**src/rtl/assert_report_arbiter.sv**
```systemverilog
// assert_report_arbiter
// Gathers assertion-failure pulses from NUM_SRC checker instances, counts them
// per source, parks at most one pending report per source and serialises the
// pending reports round-robin onto a single valid/ready report channel.
// Optional build macro ASSERT_RPT_TIMESTAMP_EN adds a free-running cycle
// counter whose value at failure time travels with each report (rpt_time_o).
module assert_report_arbiter #(
    parameter int NUM_SRC     = 4,
    parameter int ID_W        = 8,
    parameter int CNT_W       = 8,
    parameter int MAX_REPORTS = 4
`ifdef ASSERT_RPT_TIMESTAMP_EN
    ,
    parameter int TS_W        = 32
`endif
) (
    input  logic                       clk,
    input  logic                       rst_n,
    input  logic [NUM_SRC-1:0]         fail_i,
    input  logic [NUM_SRC*ID_W-1:0]    fail_id_i,
    input  logic [NUM_SRC-1:0]         src_en_i,
    input  logic                       clr_i,
    output logic                       rpt_valid_o,
    input  logic                       rpt_ready_i,
    output logic [$clog2(NUM_SRC)-1:0] rpt_src_o,
    output logic [ID_W-1:0]            rpt_id_o,
    output logic [CNT_W-1:0]           rpt_seq_o,
`ifdef ASSERT_RPT_TIMESTAMP_EN
    output logic [TS_W-1:0]            rpt_time_o,
`endif
    output logic [NUM_SRC*CNT_W-1:0]   fail_cnt_o,
    output logic [CNT_W-1:0]           sup_cnt_o,
    output logic [CNT_W-1:0]           ovf_cnt_o,
    output logic                       any_fail_o
);

    localparam int SRC_W = $clog2(NUM_SRC);
    // Extra headroom so a multi-source increment can be saturated after the add
    localparam int SUM_W = CNT_W + 5;
    localparam logic [CNT_W-1:0] CNT_MAX = '1;
    localparam logic [CNT_W-1:0] MAX_RPT = CNT_W'(MAX_REPORTS);

    typedef enum logic {
        ST_IDLE,
        ST_PRESENT
    } state_t;

    // Per-source counters and pending slots
    logic [CNT_W-1:0] fail_cnt_q [NUM_SRC];
    logic             slot_full_q [NUM_SRC];
    logic [ID_W-1:0]  slot_id_q [NUM_SRC];
    logic [CNT_W-1:0] slot_seq_q [NUM_SRC];

    // Global counters
    logic [CNT_W-1:0] sup_cnt_q, sup_cnt_d;
    logic [CNT_W-1:0] ovf_cnt_q, ovf_cnt_d;
    logic             any_fail_q, any_fail_d;

    // Report channel / arbiter state
    state_t           state_q;
    logic             valid_q;
    logic [SRC_W-1:0] rpt_src_q;
    logic [ID_W-1:0]  rpt_id_q;
    logic [CNT_W-1:0] rpt_seq_q;
    logic [SRC_W-1:0] ptr_q, ptr_d;

    // Per-source event decode
    logic [NUM_SRC-1:0] accept;
    logic [NUM_SRC-1:0] to_slot;
    logic [NUM_SRC-1:0] sup_evt;
    logic [NUM_SRC-1:0] ovf_evt;
    logic [NUM_SRC-1:0] slot_wr;
    logic [NUM_SRC-1:0] drain;

    // Arbitration
    logic             win_found;
    logic [SRC_W-1:0] win_idx;
    logic [SRC_W:0]   cand;
    logic             load_en;

    logic [SUM_W-1:0] sup_sum;
    logic [SUM_W-1:0] ovf_sum;

`ifdef ASSERT_RPT_TIMESTAMP_EN
    logic [TS_W-1:0] ts_q;
    logic [TS_W-1:0] slot_ts_q [NUM_SRC];
    logic [TS_W-1:0] rpt_time_q;

    // Free-running cycle counter; deliberately untouched by clr_i
    always_ff @(posedge clk or negedge rst_n) begin
        if (!rst_n) ts_q <= '0;
        else        ts_q <= ts_q + TS_W'(1);
    end

    assign rpt_time_o = rpt_time_q;
`endif

    // Round-robin search: first full slot at or above ptr, wrapping around
    always_comb begin
        win_found = 1'b0;
        win_idx   = '0;
        cand      = '0;
        for (int i = 0; i < NUM_SRC; i++) begin
            cand = {1'b0, ptr_q} + (SRC_W+1)'(i);
            if (cand >= (SRC_W+1)'(NUM_SRC)) cand = cand - (SRC_W+1)'(NUM_SRC);
            if (!win_found && slot_full_q[cand[SRC_W-1:0]]) begin
                win_found = 1'b1;
                win_idx   = cand[SRC_W-1:0];
            end
        end
    end

    // A new report is loaded when the output register is free or being
    // accepted this edge; a clear empties the slots so nothing is loaded then
    assign load_en = !clr_i && win_found && (state_q == ST_IDLE || rpt_ready_i);

    assign ptr_d = (win_idx == SRC_W'(NUM_SRC - 1)) ? '0 : win_idx + SRC_W'(1);

    genvar gi;
    generate
        for (gi = 0; gi < NUM_SRC; gi++) begin : g_src
            assign accept[gi]  = fail_i[gi] && src_en_i[gi] && !clr_i;
            assign to_slot[gi] = accept[gi] && (fail_cnt_q[gi] < MAX_RPT);
            assign sup_evt[gi] = accept[gi] && !(fail_cnt_q[gi] < MAX_RPT);
            assign drain[gi]   = load_en && (win_idx == SRC_W'(gi));
            // A slot being drained at this edge can take the new event
            assign ovf_evt[gi] = to_slot[gi] && slot_full_q[gi] && !drain[gi];
            assign slot_wr[gi] = to_slot[gi] && !ovf_evt[gi];

            assign fail_cnt_o[gi*CNT_W +: CNT_W] = fail_cnt_q[gi];

            // Per-source failure count and single-entry pending slot
            always_ff @(posedge clk or negedge rst_n) begin
                if (!rst_n) begin
                    fail_cnt_q[gi]  <= '0;
                    slot_full_q[gi] <= 1'b0;
                    slot_id_q[gi]   <= '0;
                    slot_seq_q[gi]  <= '0;
`ifdef ASSERT_RPT_TIMESTAMP_EN
                    slot_ts_q[gi]   <= '0;
`endif
                end else if (clr_i) begin
                    fail_cnt_q[gi]  <= '0;
                    slot_full_q[gi] <= 1'b0;
                end else begin
                    if (accept[gi] && fail_cnt_q[gi] != CNT_MAX)
                        fail_cnt_q[gi] <= fail_cnt_q[gi] + CNT_W'(1);
                    if (slot_wr[gi]) begin
                        slot_full_q[gi] <= 1'b1;
                        slot_id_q[gi]   <= fail_id_i[gi*ID_W +: ID_W];
                        slot_seq_q[gi]  <= fail_cnt_q[gi] + CNT_W'(1);
`ifdef ASSERT_RPT_TIMESTAMP_EN
                        slot_ts_q[gi]   <= ts_q;
`endif
                    end else if (drain[gi]) begin
                        slot_full_q[gi] <= 1'b0;
                    end
                end
            end
        end
    endgenerate

    // Saturating totals for suppressed and overflowed events across sources
    always_comb begin
        sup_sum = {{(SUM_W-CNT_W){1'b0}}, sup_cnt_q};
        ovf_sum = {{(SUM_W-CNT_W){1'b0}}, ovf_cnt_q};
        for (int i = 0; i < NUM_SRC; i++) begin
            sup_sum = sup_sum + SUM_W'(sup_evt[i]);
            ovf_sum = ovf_sum + SUM_W'(ovf_evt[i]);
        end
        sup_cnt_d  = (sup_sum > SUM_W'(CNT_MAX)) ? CNT_MAX : sup_sum[CNT_W-1:0];
        ovf_cnt_d  = (ovf_sum > SUM_W'(CNT_MAX)) ? CNT_MAX : ovf_sum[CNT_W-1:0];
        any_fail_d = any_fail_q || (|accept);
        if (clr_i) begin
            sup_cnt_d  = '0;
            ovf_cnt_d  = '0;
            any_fail_d = 1'b0;
        end
    end

    // Global counter and sticky-flag registers
    always_ff @(posedge clk or negedge rst_n) begin
        if (!rst_n) begin
            sup_cnt_q  <= '0;
            ovf_cnt_q  <= '0;
            any_fail_q <= 1'b0;
        end else begin
            sup_cnt_q  <= sup_cnt_d;
            ovf_cnt_q  <= ovf_cnt_d;
            any_fail_q <= any_fail_d;
        end
    end

    // Report FSM: loads RR winners into the output register, holds on stall
    always_ff @(posedge clk or negedge rst_n) begin
        if (!rst_n) begin
            state_q    <= ST_IDLE;
            valid_q    <= 1'b0;
            rpt_src_q  <= '0;
            rpt_id_q   <= '0;
            rpt_seq_q  <= '0;
            ptr_q      <= '0;
`ifdef ASSERT_RPT_TIMESTAMP_EN
            rpt_time_q <= '0;
`endif
        end else begin
            if (load_en) begin
                state_q    <= ST_PRESENT;
                valid_q    <= 1'b1;
                rpt_src_q  <= win_idx;
                rpt_id_q   <= slot_id_q[win_idx];
                rpt_seq_q  <= slot_seq_q[win_idx];
`ifdef ASSERT_RPT_TIMESTAMP_EN
                rpt_time_q <= slot_ts_q[win_idx];
`endif
            end else if (state_q == ST_PRESENT && rpt_ready_i) begin
                state_q <= ST_IDLE;
                valid_q <= 1'b0;
            end
            if (clr_i)        ptr_q <= '0;
            else if (load_en) ptr_q <= ptr_d;
        end
    end

    assign rpt_valid_o = valid_q;
    assign rpt_src_o   = rpt_src_q;
    assign rpt_id_o    = rpt_id_q;
    assign rpt_seq_o   = rpt_seq_q;
    assign sup_cnt_o   = sup_cnt_q;
    assign ovf_cnt_o   = ovf_cnt_q;
    assign any_fail_o  = any_fail_q;

endmodule
```
**config.mk**
```make
export PLATFORM = sky130hd
export DESIGN_NAME = assert_report_arbiter
export DESIGN_NICKNAME = d
export VERILOG_FILES = /design/src/rtl/assert_report_arbiter.sv
export SDC_FILE = /design/constraint.sdc
export NUM_CORES = 1
export LEC_CHECK = 0
export BUFFER_PORTS_ARGS = -buffer_cell sky130_fd_sc_hd__buf_2
export CORE_ASPECT_RATIO = 0.6
export CORE_MARGIN = 2
export CORE_UTILIZATION = 61
export DETAILED_ROUTE_END_ITERATION = 12
export PLACE_DENSITY = 0.95
export SETUP_SLACK_MARGIN = 0.5
export SYNTH_ARGS = -nofsm -noshare
export SYNTH_HDL_FRONTEND = slang
export SYNTH_SLANG_ARGS = --single-unit
```
**constraint.sdc**
```tcl
create_clock -name clk -period 7.45 [get_ports clk]
set_input_delay 1.49 -clock clk [delete_from_list [all_inputs] [get_ports clk]]
set_output_delay 1.49 -clock clk [all_outputs]
set_load 0.05 [all_outputs]
```
==> run metrics, run 1 <==
Final Hold Fails 0; Die Width between 100 and 150 um; Worst Clk Skew between 9 and 10 ps; Worst Path Required a little under 8000 ps; area fraction of the dominant cell type after synthesis between 50% and 60%; Worst Hold Endpoint slot_id_q[6]$_DFFE_PN0P_; CTS clock-pin slew for the worst setup and hold paths roughly 60 ps; RSZ-0062 raised after global routing false; WL/cell around 22 um; hold path depth 1; P per Cell Area between 200 and 300 mW/mm^2; Post-Syn Area between 0.006 and 0.007 mm^2; switch share 32.6%; Antenna Cells 0; synth top area cells dfrtp_1 51%, mux2i_1 4.4%, nand2_1 4.1%, mux2_2 3.2%, a21oi_1 2.4%; postcts setup bufs 0; Detail Route Antenna Nets 0; Final Cycle Share between 70% and 80%; worst reg2reg endpoint ovf_cnt_o[3]$_DFF_PN0_; post-synthesis instance total between 600 and 700; register share of total power between 30% and 40%; Lkg Pwr a little under 4 nW; First DRT Iteration DRCs 860; drt pass-1 iters 5; P_sw ~0.75 mW; synthesized net count around 680; DIE HEIGHT approximately 85 um; Syn Area/Cell ~11 um^2; Filler cells about 580; standard-cell rows 29; pre-CTS setup slack ~1900 ps; Setup CP Type input pin to register; r2r setup slk between 2000 and 2500 ps; most common cell after layout, fill and taps aside dfrtp_1; RR Startpoint slot_full_q[2]$_DFFE_PN0P_; first-pass GRT wire length just over 30000 um; crit start category input pin; Clock Tree Buf Depth 2; I/O Buffers ~110; commonest non-fill, non-tap cells in the layout 138 x dfrtp_1, 110 x buf_2, 73 x nand2_1, 34 x nor2_1, 32 x a21oi_1; Synth Warn # 0; DR DRC count 0; CTS root buffer clkbuf_16; Clock power frac a little under two fifths; Die Area 0.0120 mm^2; status completed; Async S/R FF share, synth 100%; Synth cell types 67; setup violators final 0; Layout Nets ~780; register area about 0.0035 mm^2; Clock Latency Late Sink ~430 ps; RePlAce Congestion ~0.88; Worst Slack Setup Final 2070 ps; fin. max-slew vios 0; Synth Flop Type dfrtp_1; area of the multi-input gates around 0.0031 mm^2; routed via count between 5000 and 6000; Min-Delay Path Class register to register; initial antenna violation count 0; Num CTS Buffers 17; post-layout power between 2 and 2.5 mW; reported max-cap violation count 0; area grow syn2layout 18.2%; final wirelength 18900 um; Worst slew margin between 20% and 30%; VDD IR max roughly 200 uV; GRT Total Usage about a third; most area-hungry cell type in the Yosys netlist dfrtp_1; vias per inst approximately 6.5; Worst Setup End Kind register; cts repair resizes 0; sequential fraction of the synthesis area between 50% and 60%; DP Area between 0.007 and 0.008 mm^2; Worst R2R Path Depth 13; Int Pwr between 1.5 and 2 mW; ratio of cells with drive above 1 in the final layout 25.8%; Slew @ Worst Pin 1080 ps; setup_tns 0 ps; Placeable Area 0.0107 mm^2; Worst Setup SP rpt_ready_i; HPWL after DPL ~12000 um; largest net degree at the start of global routing 73; TritonCTS clock tree done; Max Freq about 0.19 GHz; data arrival time of the critical path ~5700 ps; hold path startpoint slot_id_q[6]$_DFFE_PN0P_; Post-CTS Hold Fix Bufs 0; vias in the first global route ~5700; EDFF count, synth 0; cell area after layout between 0.007 and 0.008 mm^2; crit path max fanout 25; htree depth 4; # IOs around 110; Yosys reg bits between 100 and 150; clk sinks 138; Tmin final around 5400 ps; Starting Density between 60% and 70%; Comb power frac between 20 and 25%; global route total overflow 0
==> per-stage QoR <==
step | std cells | util (%) | hold slack [ps]
5_1_grt | 878 | 74.8 | 504
6_report | 878 | 74.8 | 493
4_1_cts | 878 | 74.8 | 487
2_1_floorplan | 617 | - | 448
3_5_place_dp | 846 | 69.0 | 472
3_3_place_gp | 846 | 69.0 | 469
==> how the worst max path moves through the flow <==
stage,slack [ps],to,cells past startpoint
2_1_floorplan,2870,ovf_cnt_o[0]$_DFF_PN0_,13
3_3_place_gp,2230,ovf_cnt_o[1]$_DFF_PN0_,13
3_5_place_dp,1930,ovf_cnt_o[2]$_DFF_PN0_,13
4_1_cts,2240,ovf_cnt_o[3]$_DFF_PN0_,13
5_1_grt,1950,ovf_cnt_o[3]$_DFF_PN0_,13
6_report,2070,ovf_cnt_o[3]$_DFF_PN0_,13
==> cells by family (layout without fill, tap and decap cells) <==
kind of cell,after synthesis,count (layout),synth area share (%)
buffers and inverters,47,169,3.39
multiplexers,59,59,9.29
AND/OR/NAND/NOR,208,208,15.4
XOR/XNOR,22,22,2.85
adder cells (fa/ha/maj),14,14,3.26
AO/OA/AOI/OAI,129,129,14.6
flip-flops,138,138,51.2
==> routing by layer <==
layer / part of all wire (%) / vias up / routed length [um] / global-route usage (%)
li1: - / 2420 / - / -
met1: 40 / 2784 / 7550 / 44.2
met2: 45 / 441 / 8550 / 50.6
met3: 11 / 103 / 2040 / 10.5
met4: 4.1 / 0 / 773 / 13.5
met5: 0 / - / 0 / 0
==> flip-flops by register name, summed over array words and instances (netlist names) <==
| register | flops |
|---|---|
| slot_id_q | 32 |
| slot_seq_q | 32 |
| rpt_id_o | 8 |
| rpt_valid_o | 1 |
| any_fail_o | 1 |
| rpt_seq_o | 8 |
| sup_cnt_o | 8 |
| ptr_q | 2 |
| rpt_src_o | 2 |
| slot_full_q | 4 |
| fail_cnt_o | 32 |
| ovf_cnt_o | 8 |
==> critical path: stages <==
cell	delay (ps)
buf_2	90
nand2b_1	200
nand2_1	700
o31a_1	640
nand2_1	220
fa_1	520
fa_1	480
inv_1	90
fa_1	250
nand2_1	80
nor2_1	270
nand4_1	320
a21oi_1	330
==> power by group through the flow <==
stage / clock network, mW / registers, mW / logic [mW]
3_3_place_gp: 0 / 0.919 / 0.463
6_report: 0.881 / 0.921 / 0.506
4_1_cts: 0.879 / 0.917 / 0.498
5_1_grt: 0.914 / 0.929 / 0.532
2_1_floorplan: 0 / 1.04 / 0.228
3_5_place_dp: 0 / 0.926 / 0.484
==> Yosys cell counts, types with 12 or more instances <==
cell and n:
nand3_1 19, xor2_1 12, mux2_2 19, nor2_1 34, nand2_1 73, o21ai_0 25, mux2i_1 30, dfrtp_1 138
nor2b_1 13, and3_1 12, inv_1 19, nand2b_1 13, o221ai_1 16, and2_1 13, a21oi_1 32
==> layout make-up <==
type	count	area share (%)
sequential	138	43.3
multi-input combinational	432	38.4
timing repair buffer	115	7.37
clock buffer	21	5.90
tap	139	2.18
clock inverter	11	1.80
inverter	22	1.03
No activity file was read; power rests on OpenSTA's default activity.
==> inputs of run 2 (changes only) <==
--- a/config.mk
+++ b/config.mk
@@ -8,9 +8,9 @@
 export BUFFER_PORTS_ARGS = -buffer_cell sky130_fd_sc_hd__buf_2
 export CORE_ASPECT_RATIO = 0.6
 export CORE_MARGIN = 2
-export CORE_UTILIZATION = 61
+export CORE_UTILIZATION = 51
 export DETAILED_ROUTE_END_ITERATION = 12
-export PLACE_DENSITY = 0.95
+export PLACE_DENSITY = 0.88
 export SETUP_SLACK_MARGIN = 0.5
 export SYNTH_ARGS = -nofsm -noshare
 export SYNTH_HDL_FRONTEND = slang
==> constraint.sdc (replaced) <==
create_clock -name clk -period 4.9 [get_ports clk]
set_input_delay 0.98 -clock clk [delete_from_list [all_inputs] [get_ports clk]]
set_output_delay 0.98 -clock clk [all_outputs]
set_load 0.05 [all_outputs]
==> run metrics, run 2 (synthesized netlist as in run 1, its figures left out) <==
switch share 30.6%; First DRT Iteration DRCs 441; Final Cycle Share between 80% and 90%; CTS clock-pin slew for the worst setup and hold paths 60 ps; Detail Route Antenna Nets 0; Min-Delay Path Class register to register; Worst Slack Setup Final around 960 ps; met1 usage between 30% and 40%; CTS root buffer clkbuf_16; P_sw around 1.1 mW; Slew @ Worst Pin between 1000 and 1500 ps; crit start category register; TritonCTS clock tree done; Starting Density between 50% and 60%; Layout Nets 787; setup violators final 0; most common cell after layout, fill and taps aside dfrtp_1; Comb power frac between 20% and 30%; most frequent CP cell fa_1; Worst slew margin between 20% and 30%; standard-cell rows 32; DR DRC count 0; RSZ-0062 raised after global routing false; area grow syn2layout 20.0%; Worst Clk Skew between 10 and 15 ps; DIE HEIGHT about 93 um; cts repair resizes 0; Post-CTS Hold Fix Bufs 0; Fin Hold WS 488 ps; setup_tns 0 ps; largest net degree at the start of global routing 115; met3 usage under 10%; Die Width 153 um; CP max stage cell dfrtp_1; drt pass-1 iters 5; fin. max-slew vios 0; crit path max fanout 8; HPWL after DPL between 10000 and 15000 um; global route total overflow 0; I/O Buffers 111; vias in the first global route 5253; reported max-cap violation count 0; Clock Tree Buf Depth 2; # IOs roughly 110; CP peak stage delay 520 ps; cell area after layout between 0.008 and 0.009 mm^2; most used routing layer met1; Int Pwr 2.48 mW; Clock power frac 40.1%; Lkg Pwr a little under 4 nW; Worst Path Required 5230 ps; status completed; Max Freq 0.254 GHz; first-pass GRT wire length 27900 um; vias per inst ~5.8; VDD IR max just under 300 uV; P per Cell Area between 400 and 500 mW/mm^2; pre-CTS setup slack roughly 670 ps; RR Startpoint slot_full_q[2]$_DFFE_PN0P_; Clock Latency Late Sink ~420 ps; Worst Setup SP slot_full_q[2]$_DFFE_PN0P_; hold path startpoint slot_seq_q[12]$_DFFE_PN0P_; Die Area roughly 0.014 mm^2; post-layout power 3.57 mW; postcts setup bufs 0; register share of total power around 39%; Tmin final a little under 4000 ps; GRT Total Usage between 20% and 30%; WL/cell 18.4 um; DP Area about 0.0074 mm^2; clk sinks about 140; initial antenna violation count 1; Placeable Area between 0.01 and 0.015 mm^2; Num CTS Buffers 17; routed via count between 5000 and 6000; data arrival time of the critical path approximately 4300 ps; critical-path cell list nor2b_1 -> nor2_1 -> o221ai_4 -> inv_2 -> o31a_1 -> nand2_1 -> fa_1 -> fa_1 -> inv_1 -> fa_1 -> nand2_1 -> nor2_1 -> nand4_1 -> a21oi_1; met2 Track Usage GR 36.2%; Setup CP Type register to register; Final Hold Fails 0; utilization after layout between 60 and 70%; post-route insts no fill between 900 and 1000; Worst Setup End Kind register; Antenna Cells 0; commonest non-fill, non-tap cells in the layout 138 x dfrtp_1, 110 x buf_2, 73 x nand2_1, 34 x nor2_1, 32 x a21oi_1; final wirelength 16700 um; htree depth 4; RePlAce Congestion about 0.83; Inst Count DP 880; ratio of cells with drive above 1 in the final layout 25.9%
[run 2: cell types whose count changed in the layout (fill, tap and decap cells not counted)]
cell        delta
inv_6          +2
nor4b_2        -1
buf_6          +1
bufinv_16      +2
nor4b_4        +1
clkinv_4       +1
buf_4          +2
clkinvlp_4     -4
clkbuf_1       +1
clkinv_2       -3
[run 2: path summary, 6_finish.rpt]
check / cells past startpoint / endpoint / slack, ps
setup / recovery: 14 / ovf_cnt_o[0]$_DFF_PN0_ / 960
hold / removal: 1 / slot_seq_q[12]$_DFFE_PN0P_ / 490
setup reg to reg: 14 / ovf_cnt_o[0]$_DFF_PN0_ / 960
hold reg to reg: 1 / slot_seq_q[12]$_DFFE_PN0P_ / 490
max in group asynchronous: 2 / slot_id_q[10]$_DFFE_PN0P_ / 3260
min in group asynchronous: 1 / fail_cnt_o[31]$_DFFE_PN0P_ / 710
[run 2: critical path: cells and delay by family, from the launching register on]
family | cells | cell delay [ps]
AO/OA/AOI/OAI | 3 | 860
AND/OR/NAND/NOR | 6 | 1080
flip-flops | 1 | 520
buffers and inverters | 2 | 210
adder cells (fa/ha/maj) | 3 | 1160
[run 2: per-layer routing]
layer | vias to the layer above | part of all wire (%)
li1 | 2433 | -
met1 | 2634 | 47
met2 | 206 | 44
met3 | 23 | 7.6
met4 | 0 | 1.4
met5 | - | 0
[run 2: layout make-up]
cell class	instances	area, um^2
Sequential cell	138	3450
Multi-Input combinational cell	432	3080
Clock inverter	9	185
Tap cell	170	213
Fill cell	1012	4790
Clock buffer	22	474
Timing Repair Buffer	118	614
Inverter	22	82.6
[run 2: power groups by stage]
stage          Clock [mW]  Sequential (mW)  Combinational (mW)
2_1_floorplan           0             1.58               0.346
3_3_place_gp            0             1.40               0.721
3_5_place_dp            0             1.40               0.736
4_1_cts              1.45             1.39               0.743
5_1_grt              1.50             1.41               0.797
6_report             1.43             1.39               0.744
